### config.mk
export PLATFORM = sky130hd
export DESIGN_NAME = settings_bus_arbiter_flat
export DESIGN_NICKNAME = d
export VERILOG_FILES = /design/src/rtl/settings_bus_arbiter_pkg.sv /design/src/rtl/settings_bus_arbiter_if.sv /design/src/rtl/settings_bus_arbiter_rr_arbiter.sv /design/src/rtl/settings_bus_arbiter.sv /design/src/flat_wrapper.sv
export SDC_FILE = /design/constraint.sdc
export NUM_CORES = 1
export LEC_CHECK = 0
export CELL_PAD_IN_SITES_DETAIL_PLACEMENT = 0
export CELL_PAD_IN_SITES_GLOBAL_PLACEMENT = 1
export CORE_ASPECT_RATIO = 1.25
export CORE_MARGIN = 10
export CORE_UTILIZATION = 30
export DETAILED_ROUTE_END_ITERATION = 16
export GPL_TIMING_DRIVEN = 0
export PLACE_DENSITY_LB_ADDON = 0.25
export SKIP_CTS_REPAIR_TIMING = 1
export SLEW_MARGIN = 15
export SYNTH_ARGS = -nofsm -noshare
export SYNTH_HDL_FRONTEND = slang
export SYNTH_SLANG_ARGS = --single-unit
### constraint.sdc
create_clock -name clk -period 2.45 [get_ports clk]
set_input_delay 0.735 -clock clk [delete_from_list [all_inputs] [get_ports clk]]
set_output_delay 0.735 -clock clk [all_outputs]
set_load 0.02 [all_outputs]
### src/rtl/settings_bus_arbiter_pkg.sv
`default_nettype none
// ============================================================================
// settings_bus_pkg : shared FSM encoding and index-width helper for the
//                    settings bus arbiter.
// Rev 1.0
// ============================================================================
package settings_bus_pkg;

   localparam logic [1:0] C_ST_IDLE  = 2'd0;
   localparam logic [1:0] C_ST_ISSUE = 2'd1;
   localparam logic [1:0] C_ST_RESP  = 2'd2;

   typedef enum logic [1:0] {
      S_IDLE  = C_ST_IDLE,
      S_ISSUE = C_ST_ISSUE,
      S_RESP  = C_ST_RESP
   } state_t;

   // Grant index width; a single master still needs a 1-bit index.
   function automatic int idx_width(input int n);
      return (n > 1) ? $clog2(n) : 1;
   endfunction

endpackage
`default_nettype wire

### src/rtl/settings_bus_arbiter_if.sv
`default_nettype none
// ============================================================================
// settings_req_if / settings_bus_if : requester-side and slave-side bundles
//                                     of the settings bus arbiter.
// Rev 1.0
// ============================================================================
interface settings_req_if #(
   parameter int C_NUM_MASTERS = 2,
   parameter int C_ADDRWIDTH   = 32,
   parameter int C_DATAWIDTH   = 32
);
   logic [C_NUM_MASTERS-1:0]             req_valid;
   logic [C_NUM_MASTERS-1:0]             req_write;
   logic [C_NUM_MASTERS*C_ADDRWIDTH-1:0] req_addr;
   logic [C_NUM_MASTERS*C_DATAWIDTH-1:0] req_data;
   logic [C_NUM_MASTERS-1:0]             req_ready;
   logic [C_NUM_MASTERS-1:0]             rsp_valid;
   logic [C_NUM_MASTERS*C_DATAWIDTH-1:0] rsp_data;

   modport master (
      output req_valid, req_write, req_addr, req_data,
      input  req_ready, rsp_valid, rsp_data
   );

   modport slave (
      input  req_valid, req_write, req_addr, req_data,
      output req_ready, rsp_valid, rsp_data
   );
endinterface

interface settings_bus_if #(
   parameter int C_ADDRWIDTH = 32,
   parameter int C_DATAWIDTH = 32
);
   logic                   set_stb;
   logic [C_ADDRWIDTH-1:0] set_addr;
   logic [C_DATAWIDTH-1:0] set_data;
   logic                   get_stb;
   logic [C_ADDRWIDTH-1:0] get_addr;
   logic [C_DATAWIDTH-1:0] get_data;

   modport master (
      output set_stb, set_addr, set_data, get_stb, get_addr,
      input  get_data
   );

   modport slave (
      input  set_stb, set_addr, set_data, get_stb, get_addr,
      output get_data
   );
endinterface
`default_nettype wire

### src/rtl/settings_bus_arbiter_rr_arbiter.sv
`default_nettype none
// ============================================================================
// rr_arbiter : combinational round-robin picker, searching from last_grant+1.
// Rev 1.0
// ============================================================================
module rr_arbiter
   import settings_bus_pkg::*;
#(
   parameter int N      = 2,
   parameter int C_IDXW = idx_width(N)
) (
   input  wire logic [N-1:0]      i_req,
   input  wire logic [C_IDXW-1:0] i_last,
   output logic      [N-1:0]      o_grant,
   output logic      [C_IDXW-1:0] o_idx
);

   logic w_found;

   // Offset k walks the rotation; the first requesting slot wins.
   always_comb begin
      o_grant = '0;
      o_idx   = '0;
      w_found = 1'b0;
      for (int k = 0; k < N; k++) begin
         for (int i = 0; i < N; i++) begin
            if (!w_found && (i == ((int'(i_last) + 1 + k) % N)) && i_req[i]) begin
               w_found    = 1'b1;
               o_grant[i] = 1'b1;
               o_idx      = C_IDXW'(i);
            end
         end
      end
   end

endmodule
`default_nettype wire

### src/rtl/settings_bus_arbiter.sv
`default_nettype none
// ============================================================================
// settings_bus_arbiter : round-robin sharing of one settings bus between
//                        several masters; accept -> strobe -> response.
// Rev 1.0
// ============================================================================
module settings_bus_arbiter
   import settings_bus_pkg::*;
#(
   parameter int C_DATAWIDTH   = 32,
   parameter int C_ADDRWIDTH   = 32,
   parameter int C_NUM_MASTERS = 2
) (
   input  wire logic clk,
   input  wire logic rst,
   settings_req_if.slave  req_if,
   settings_bus_if.master bus_if
);

   localparam int N      = C_NUM_MASTERS;
   localparam int C_IDXW = idx_width(N);

   state_t                 r_state;
   state_t                 w_next_state;
   logic [C_IDXW-1:0]      r_last;
   logic [C_IDXW-1:0]      r_idx;
   logic [C_IDXW-1:0]      w_win_idx;
   logic [N-1:0]           w_grant;
   logic [N-1:0]           w_ready;
   logic                   w_accept;
   logic                   w_sel_write;
   logic [C_ADDRWIDTH-1:0] w_sel_addr;
   logic [C_DATAWIDTH-1:0] w_sel_data;
   logic                   r_set_stb;
   logic                   r_get_stb;
   logic [C_ADDRWIDTH-1:0] r_set_addr;
   logic [C_DATAWIDTH-1:0] r_set_data;
   logic [C_ADDRWIDTH-1:0] r_get_addr;
   logic [N-1:0]           r_rsp_valid;
   logic [N*C_DATAWIDTH-1:0] r_rsp_data;

   rr_arbiter #(
      .N      (N),
      .C_IDXW (C_IDXW)
   ) u_rr_arbiter (
      .i_req   (req_if.req_valid),
      .i_last  (r_last),
      .o_grant (w_grant),
      .o_idx   (w_win_idx)
   );

   always_ff @(posedge clk) begin
      if (rst) begin
         r_state <= S_IDLE;
      end else begin
         r_state <= w_next_state;
      end
   end

   always_comb begin
      w_next_state = r_state;
      w_ready      = '0;
      w_accept     = 1'b0;
      case (r_state)
         S_IDLE: begin
            if (|req_if.req_valid) begin
               w_accept     = 1'b1;
               w_ready      = w_grant;
               w_next_state = S_ISSUE;
            end
         end
         S_ISSUE: w_next_state = S_RESP;
         S_RESP:  w_next_state = S_IDLE;
         default: w_next_state = S_IDLE;
      endcase
   end

   always_comb begin
      w_sel_write = 1'b0;
      w_sel_addr  = '0;
      w_sel_data  = '0;
      for (int i = 0; i < N; i++) begin
         if (w_grant[i]) begin
            w_sel_write = req_if.req_write[i];
            w_sel_addr  = req_if.req_addr[i*C_ADDRWIDTH +: C_ADDRWIDTH];
            w_sel_data  = req_if.req_data[i*C_DATAWIDTH +: C_DATAWIDTH];
         end
      end
   end

   // The strobe registers double as the captured write/read flag while in ISSUE.
   always_ff @(posedge clk) begin
      if (rst) begin
         r_last      <= C_IDXW'(N - 1);
         r_idx       <= '0;
         r_set_stb   <= 1'b0;
         r_get_stb   <= 1'b0;
         r_set_addr  <= '0;
         r_set_data  <= '0;
         r_get_addr  <= '0;
         r_rsp_valid <= '0;
         r_rsp_data  <= '0;
      end else begin
         r_set_stb   <= 1'b0;
         r_get_stb   <= 1'b0;
         r_rsp_valid <= '0;
         if (w_accept) begin
            r_idx  <= w_win_idx;
            r_last <= w_win_idx;
            if (w_sel_write) begin
               r_set_stb  <= 1'b1;
               r_set_addr <= w_sel_addr;
               r_set_data <= w_sel_data;
            end else begin
               r_get_stb  <= 1'b1;
               r_get_addr <= w_sel_addr;
            end
         end
         if (r_state == S_ISSUE) begin
            for (int i = 0; i < N; i++) begin
               if (i == int'(r_idx)) begin
                  r_rsp_valid[i] <= 1'b1;
                  r_rsp_data[i*C_DATAWIDTH +: C_DATAWIDTH] <=
                     r_set_stb ? '0 : bus_if.get_data;
               end
            end
         end
      end
   end

   assign req_if.req_ready = w_ready;
   assign req_if.rsp_valid = r_rsp_valid;
   assign req_if.rsp_data  = r_rsp_data;
   assign bus_if.set_stb   = r_set_stb;
   assign bus_if.set_addr  = r_set_addr;
   assign bus_if.set_data  = r_set_data;
   assign bus_if.get_stb   = r_get_stb;
   assign bus_if.get_addr  = r_get_addr;

endmodule
`default_nettype wire

### src/flat_wrapper.sv
// flat-port wrapper written by rule: the top's interface ports become plain ports
module settings_bus_arbiter_flat import settings_bus_pkg::*;
#(
   parameter int C_DATAWIDTH   = 32,
   parameter int C_ADDRWIDTH   = 32,
   parameter int C_NUM_MASTERS = 2
)
  (clk, rst, req_if_req_valid, req_if_req_write, req_if_req_addr, req_if_req_data, req_if_req_ready, req_if_rsp_valid, req_if_rsp_data, bus_if_set_stb, bus_if_set_addr, bus_if_set_data, bus_if_get_stb, bus_if_get_addr, bus_if_get_data);
  settings_req_if #(.C_NUM_MASTERS(C_NUM_MASTERS), .C_ADDRWIDTH(C_ADDRWIDTH), .C_DATAWIDTH(C_DATAWIDTH)) req_if_i ();
  settings_bus_if #(.C_ADDRWIDTH(C_ADDRWIDTH), .C_DATAWIDTH(C_DATAWIDTH)) bus_if_i ();
  input  wire logic clk;
  input  wire logic rst;
  input wire logic [$bits(req_if_i.req_valid)-1:0] req_if_req_valid;
  input wire logic [$bits(req_if_i.req_write)-1:0] req_if_req_write;
  input wire logic [$bits(req_if_i.req_addr)-1:0] req_if_req_addr;
  input wire logic [$bits(req_if_i.req_data)-1:0] req_if_req_data;
  output wire logic [$bits(req_if_i.req_ready)-1:0] req_if_req_ready;
  output wire logic [$bits(req_if_i.rsp_valid)-1:0] req_if_rsp_valid;
  output wire logic [$bits(req_if_i.rsp_data)-1:0] req_if_rsp_data;
  output wire logic [$bits(bus_if_i.set_stb)-1:0] bus_if_set_stb;
  output wire logic [$bits(bus_if_i.set_addr)-1:0] bus_if_set_addr;
  output wire logic [$bits(bus_if_i.set_data)-1:0] bus_if_set_data;
  output wire logic [$bits(bus_if_i.get_stb)-1:0] bus_if_get_stb;
  output wire logic [$bits(bus_if_i.get_addr)-1:0] bus_if_get_addr;
  input wire logic [$bits(bus_if_i.get_data)-1:0] bus_if_get_data;
  assign req_if_i.req_valid = req_if_req_valid;
  assign req_if_i.req_write = req_if_req_write;
  assign req_if_i.req_addr = req_if_req_addr;
  assign req_if_i.req_data = req_if_req_data;
  assign req_if_req_ready = req_if_i.req_ready;
  assign req_if_rsp_valid = req_if_i.rsp_valid;
  assign req_if_rsp_data = req_if_i.rsp_data;
  assign bus_if_set_stb = bus_if_i.set_stb;
  assign bus_if_set_addr = bus_if_i.set_addr;
  assign bus_if_set_data = bus_if_i.set_data;
  assign bus_if_get_stb = bus_if_i.get_stb;
  assign bus_if_get_addr = bus_if_i.get_addr;
  assign bus_if_i.get_data = bus_if_get_data;
  settings_bus_arbiter #(.C_DATAWIDTH(C_DATAWIDTH), .C_ADDRWIDTH(C_ADDRWIDTH), .C_NUM_MASTERS(C_NUM_MASTERS)) u_core (.clk(clk), .rst(rst), .req_if(req_if_i), .bus_if(bus_if_i));
endmodule
After elaboration in Yosys (flattened, before gate mapping)

Index checks and enable logic that the tools add are counted.

Bits in registers: 168
Bits of input ports: 166
Output and inout port bits: 166
Logic and storage cells: 68

Add/sub/neg operators: 2
Eq/ne operators: 4
Muxes and demuxes: 25
Bitwise gates (word level): 6
Reduce and logical (&&, ||, !) cells: 20

Operator list:

| operator              | number |
|---|---|
| $mux W32              | 5 |
| $logic_not A32 Y1     | 2 |
| $mux W1               | 16 |
| $reduce_and A2 Y1     | 4 |
| $logic_and A1 B1 Y1   | 7 |
| $mux W2               | 3 |
| $reduce_or A2 Y1      | 3 |
| $eq A2 B2 Y1 const A  | 2 |
| $not A1 Y1            | 4 |
| $pmux W2 S2           | 1 |
| $logic_not A1 Y1      | 3 |
| $add A1 B1 Y1 const B | 2 |
| $and A1 B1 Y1 const A | 2 |
| $eq A2 B1 Y1 const B  | 1 |
| $logic_not A2 Y1      | 1 |
| $ne A2 B1 Y1 const B  | 1 |

Longest topological paths before layout

Depth after elaboration: 20
Mapped depth: 7
Mapped depth without buffers: 4

Cells and area by module

A second synthesis with hierarchy kept.

Cell total of the unflattened synthesis: 855
Area total of the unflattened synthesis: 7526.0 sq um

Modules (own cells, without submodules):

| module               | times used | cells each | area each (sq um) | sequential area each (sq um) |
|---|---|---|---|---|
| settings_bus_arbiter | 1          | 851        | 7499.7            | 3363.2 |
| rr_arbiter           | 1          | 4          | 26.3              | 0.0 |

Worst setup path after synthesis

OpenSTA, ideal clock, no wires.

Kind: input to output
Start: input req_if_req_valid[1]
End: output req_if_req_ready[1]
Data arrival time: 1585 ps
Data required time: 1715 ps
Path slack: 130 ps
Cell stages on the path: 4
Buffers on the path: 2
Cells stage by stage: a21boi_4 > buf_2 > buf_2 > and2_1

Longest elaborated chain between the ends: 12
Elaborated cells on any way between the ends: 14
Classes of those cells: mux (6); reduce/logical (8)

RTL lines:

| element                           | line                                  | source |
|---|---|---|
| from (decl)                       | flat_wrapper.sv:13                    | `input wire logic [$bits(req_if_i.req_valid)-1:0] req_if_req_valid;` |
| $logic_and A1 B1 Y1               | settings_bus_arbiter_rr_arbiter.sv:27 | `if (!w_found && (i == ((int'(i_last) + 1 + k) % N)) && i_req[i]) begin` |
| $mux W1                           | settings_bus_arbiter_rr_arbiter.sv:27 |  |
| $logic_not A1 Y1                  | settings_bus_arbiter_rr_arbiter.sv:27 |  |
| $logic_and A1 B1 Y1 (2 in series) | settings_bus_arbiter_rr_arbiter.sv:27 |  |
| $mux W1                           | settings_bus_arbiter_rr_arbiter.sv:27 |  |
| $logic_not A1 Y1                  | settings_bus_arbiter_rr_arbiter.sv:27 |  |
| $logic_and A1 B1 Y1 (2 in series) | settings_bus_arbiter_rr_arbiter.sv:27 |  |
| $mux W1                           | settings_bus_arbiter_rr_arbiter.sv:27 |  |
| $mux W2 *                         | settings_bus_arbiter.sv:66            | `if (\|req_if.req_valid) begin` |
| $mux W2 *                         | settings_bus_arbiter.sv:64            | `case (r_state)` |
| to (decl)                         | flat_wrapper.sv:17                    | `output wire logic [$bits(req_if_i.req_ready)-1:0] req_if_req_ready;` |

Every way passes the cells marked *; elsewhere a longest branch is shown, timed or not.

Final worst setup path

Start: input req_if_req_valid[0]
End: output req_if_req_ready[0]

Same word-level chain as after synthesis.

==> reports/qor.csv <==
stage,metric,value,unit
run_status,status,"complete, no violations",
pwr,VDD IR max,0.000477,V
setup_path,critical path type,in2out,
pwr,PwrDens,635,mW/mm^2
cts,Num Clock Sinks,168,
route,1st-pass router iterations,4,
sta,Final Hold Vio Count,0,
sta,Worst Max-Slew Pin Slew,897,ps
global_routing,largest net degree at the start of global routing,17,
cells_and_area,most frequent cells in the layout,"clkdlybuf4s50_1 (326), dfxtp_1 (167), nand2_1 (164)",
cells_and_area,Layout area overhead,59.5,%
yosys,"FFs w/ async S/R, synth",0,%
sta,WHS,452,ps
pwr,Power Total,7390,uW
global_routing,All-Layer GR Usage,18.8,%
pwr,Int Power,5170,uW
yosys,Synth Area per Inst,8.86,sq um
setup_path,Worst EP arrival,1650,ps
route,ANT nets after route,0,
pwr,Switch Pwr,2220,uW
sta,final period utilization,97.3,%
placement,GP Congestion,0.803,
yosys,syn nets,989,
cells_and_area,final cell count without fillers,1514,
yosys,main flop type after synthesis,dfxtp_1,
cts,clk_lat worst skew,430,ps
sta,Final min period,2380,ps
yosys,Synth cell types,31,
cells_and_area,"most common cell after layout, fill and taps aside",clkdlybuf4s50_1,
yosys,Synth Register Bits,168,
route,DR DRC count,0,
cts,CTS tree,done,
yosys,count of yosys warnings during synthesis,0,
sta,Max-slew headroom,40.2,%
cts,CTS clock-pin slew for the worst setup and hold paths,60,ps
hold_path,Hold WC Path Type,reg2reg,
placement,DP Area,0.0110,sq mm
cts,clock root buffer,clkbuf_16,
setup_path,Startpoint Class,input pin,
route,DR vias/cell,4.82,
floorplanning,Die Area,0.0310,sq mm
setup_path,critical path required time,1710,ps
floorplanning,Die Ht,194,um
floorplanning,Initial Util,30.6,%
pwr,sequential share of power,40.5,%
setup_path,crit end category,output port,
floorplanning,Core Area,0.0238,sq mm
global_routing,initial antenna violation count,2,
cells_and_area,"Design Area, Final",0.0116,sq mm
placement,DPL Wire Length,23600,um
pwr,power share of the clock group,35.8,%
global_routing,first-pass GRT wire length,46000,um
cells_and_area,number of nets in the layout,1341,
yosys,"EDFF count, synth",0,
yosys,"Seq/Total Area, Yosys",46.1,%
global_routing,vias in the first global route,7727,
placement,port bufs,330,
pwr,Pleak,0.00401,uW
sta,clk_skew,10.6,ps
yosys,Cells after Synth,823,
route,initial DRC count,298,
cells_and_area,final core utilization,48.9,%
pwr,Comb power frac,23.7,%
route,detailed-route wire length,29900,um
yosys,Post-Syn Area,0.00729,sq mm
floorplanning,IO Pins,332,
flow_run,Maximum Capacitance Violations,0,
route,drt wl/cell,19.7,um
route,DR vias,7303,
cells_and_area,share of cells above drive strength 1,13.0,%
sta,Slew Limit Fails,0,
floorplanning,die extent in x,159,um
floorplanning,num rows,63,
setup_path,"Max FO, Critical Path",10,
cts,Clock Path Buffers,2,
global_routing,total gr overflow,0,
pwr,Sw Ratio,30.0,%
placement,placed insts,1478,
sta,Final setup viols,0,
cts,H-Tree Depth,4,
cts,CTS Buf Count,17,
sta,max frequency,420,MHz
==> cells by family (layout without fill, tap and decap cells) <==
| logic type | Yosys count | count (layout) | synth area share, % |
|---|---|---|---|
| compound gates | 327 | 327 | 32.9 |
| buf+inv | 88 | 453 | 6.28 |
| flops | 168 | 168 | 46.1 |
| other cells | 0 | 1 | 0 |
| simple gates | 240 | 240 | 14.7 |
==> sequential cells by signal, summed over array words and instances (netlist names) <==
name,flops
u_core.bus_if.get_addr,32
u_core.bus_if.set_addr,32
u_core.req_if.rsp_data,64
u_core.bus_if.set_stb,1
u_core.r_last,1
u_core.bus_if.set_data,32
u_core.bus_if.get_stb,1
u_core.r_idx,1
u_core.r_state,2
u_core.req_if.rsp_valid,2
==> cell type report <==
class                   instances  area, sq um
diodes                          1         2.50
plain buffers                  87          493
clock buffers                  20          457
clock inverters                12          116
fillers                      2386        12200
inverters                       1         3.75
multi-input cells             567         3470
flip-flops and latches        168         3360
well taps                     325          407
repair buffers                333         3310
==> synth_stat cells (all sizes together) (3+ instances only) <==
| cell | n | area, sq um |
|---|---|---|
| o21ai | 90 | 454 |
| nand2 | 165 | 622 |
| a22oi | 32 | 240 |
| clkbuf | 39 | 151 |
| nor2 | 8 | 32.5 |
| nand2b | 3 | 18.8 |
| dfxtp | 168 | 3360 |
| o211ai | 39 | 438 |
| and2 | 3 | 18.8 |
| buf | 48 | 303 |
| a32o | 33 | 330 |
| a211oi | 32 | 390 |
| nor2b | 58 | 363 |
| a21oi | 97 | 485 |
==> final timing paths <==
path                                                 start  slack (ps)                          to  cells after the start
worst min-delay path            u_core.req_if.rsp_data[34]         450  u_core.req_if.rsp_data[34]                      2
worst max-delay path                   req_if_req_valid[0]          70         req_if_req_ready[0]                      5
worst min register to register  u_core.req_if.rsp_data[34]         450  u_core.req_if.rsp_data[34]                      2
worst max register to register               u_core.r_last         660  u_core.bus_if.set_addr[16]                      6
==> worst max-delay path, cell delays in order <==
cell,delay [ps]
clkbuf_2,180
buf_6,180
buf_4,200
and3_1,160
buf_2,190
==> through the flow <==
stage / setup slack (ps) / TNS, ps
CTS: -1410 / -2680
floorplan: 130 / 0
detailed placement: -1410 / -23100
finish: 66.5 / 0
global placement: -1410 / -21900
global route: -2.39 / -2.39
==> per-layer routing <==
layer | track usage, % | wire length, um | vias up | share of wire (%)
met5 | 0 | 0 | - | 0
met4 | 4.97 | 471 | 0 | 1.6
met3 | 7.29 | 2240 | 26 | 7.5
met2 | 32.6 | 14700 | 242 | 49
met1 | 21.0 | 12400 | 3401 | 42
li1 | - | - | 3634 | -
==> power groups by stage <==
| stage | registers, uW | clock network (uW) | logic, uW |
|---|---|---|---|
| floorplan | 3240 | 0 | 687 |
| global placement | 3050 | 0 | 1750 |
| detailed placement | 3050 | 0 | 1750 |
| CTS | 2990 | 2720 | 1760 |
| global route | 3010 | 2830 | 1890 |
| finish | 2990 | 2650 | 1750 |
No activity file was read; power rests on OpenSTA's default activity.
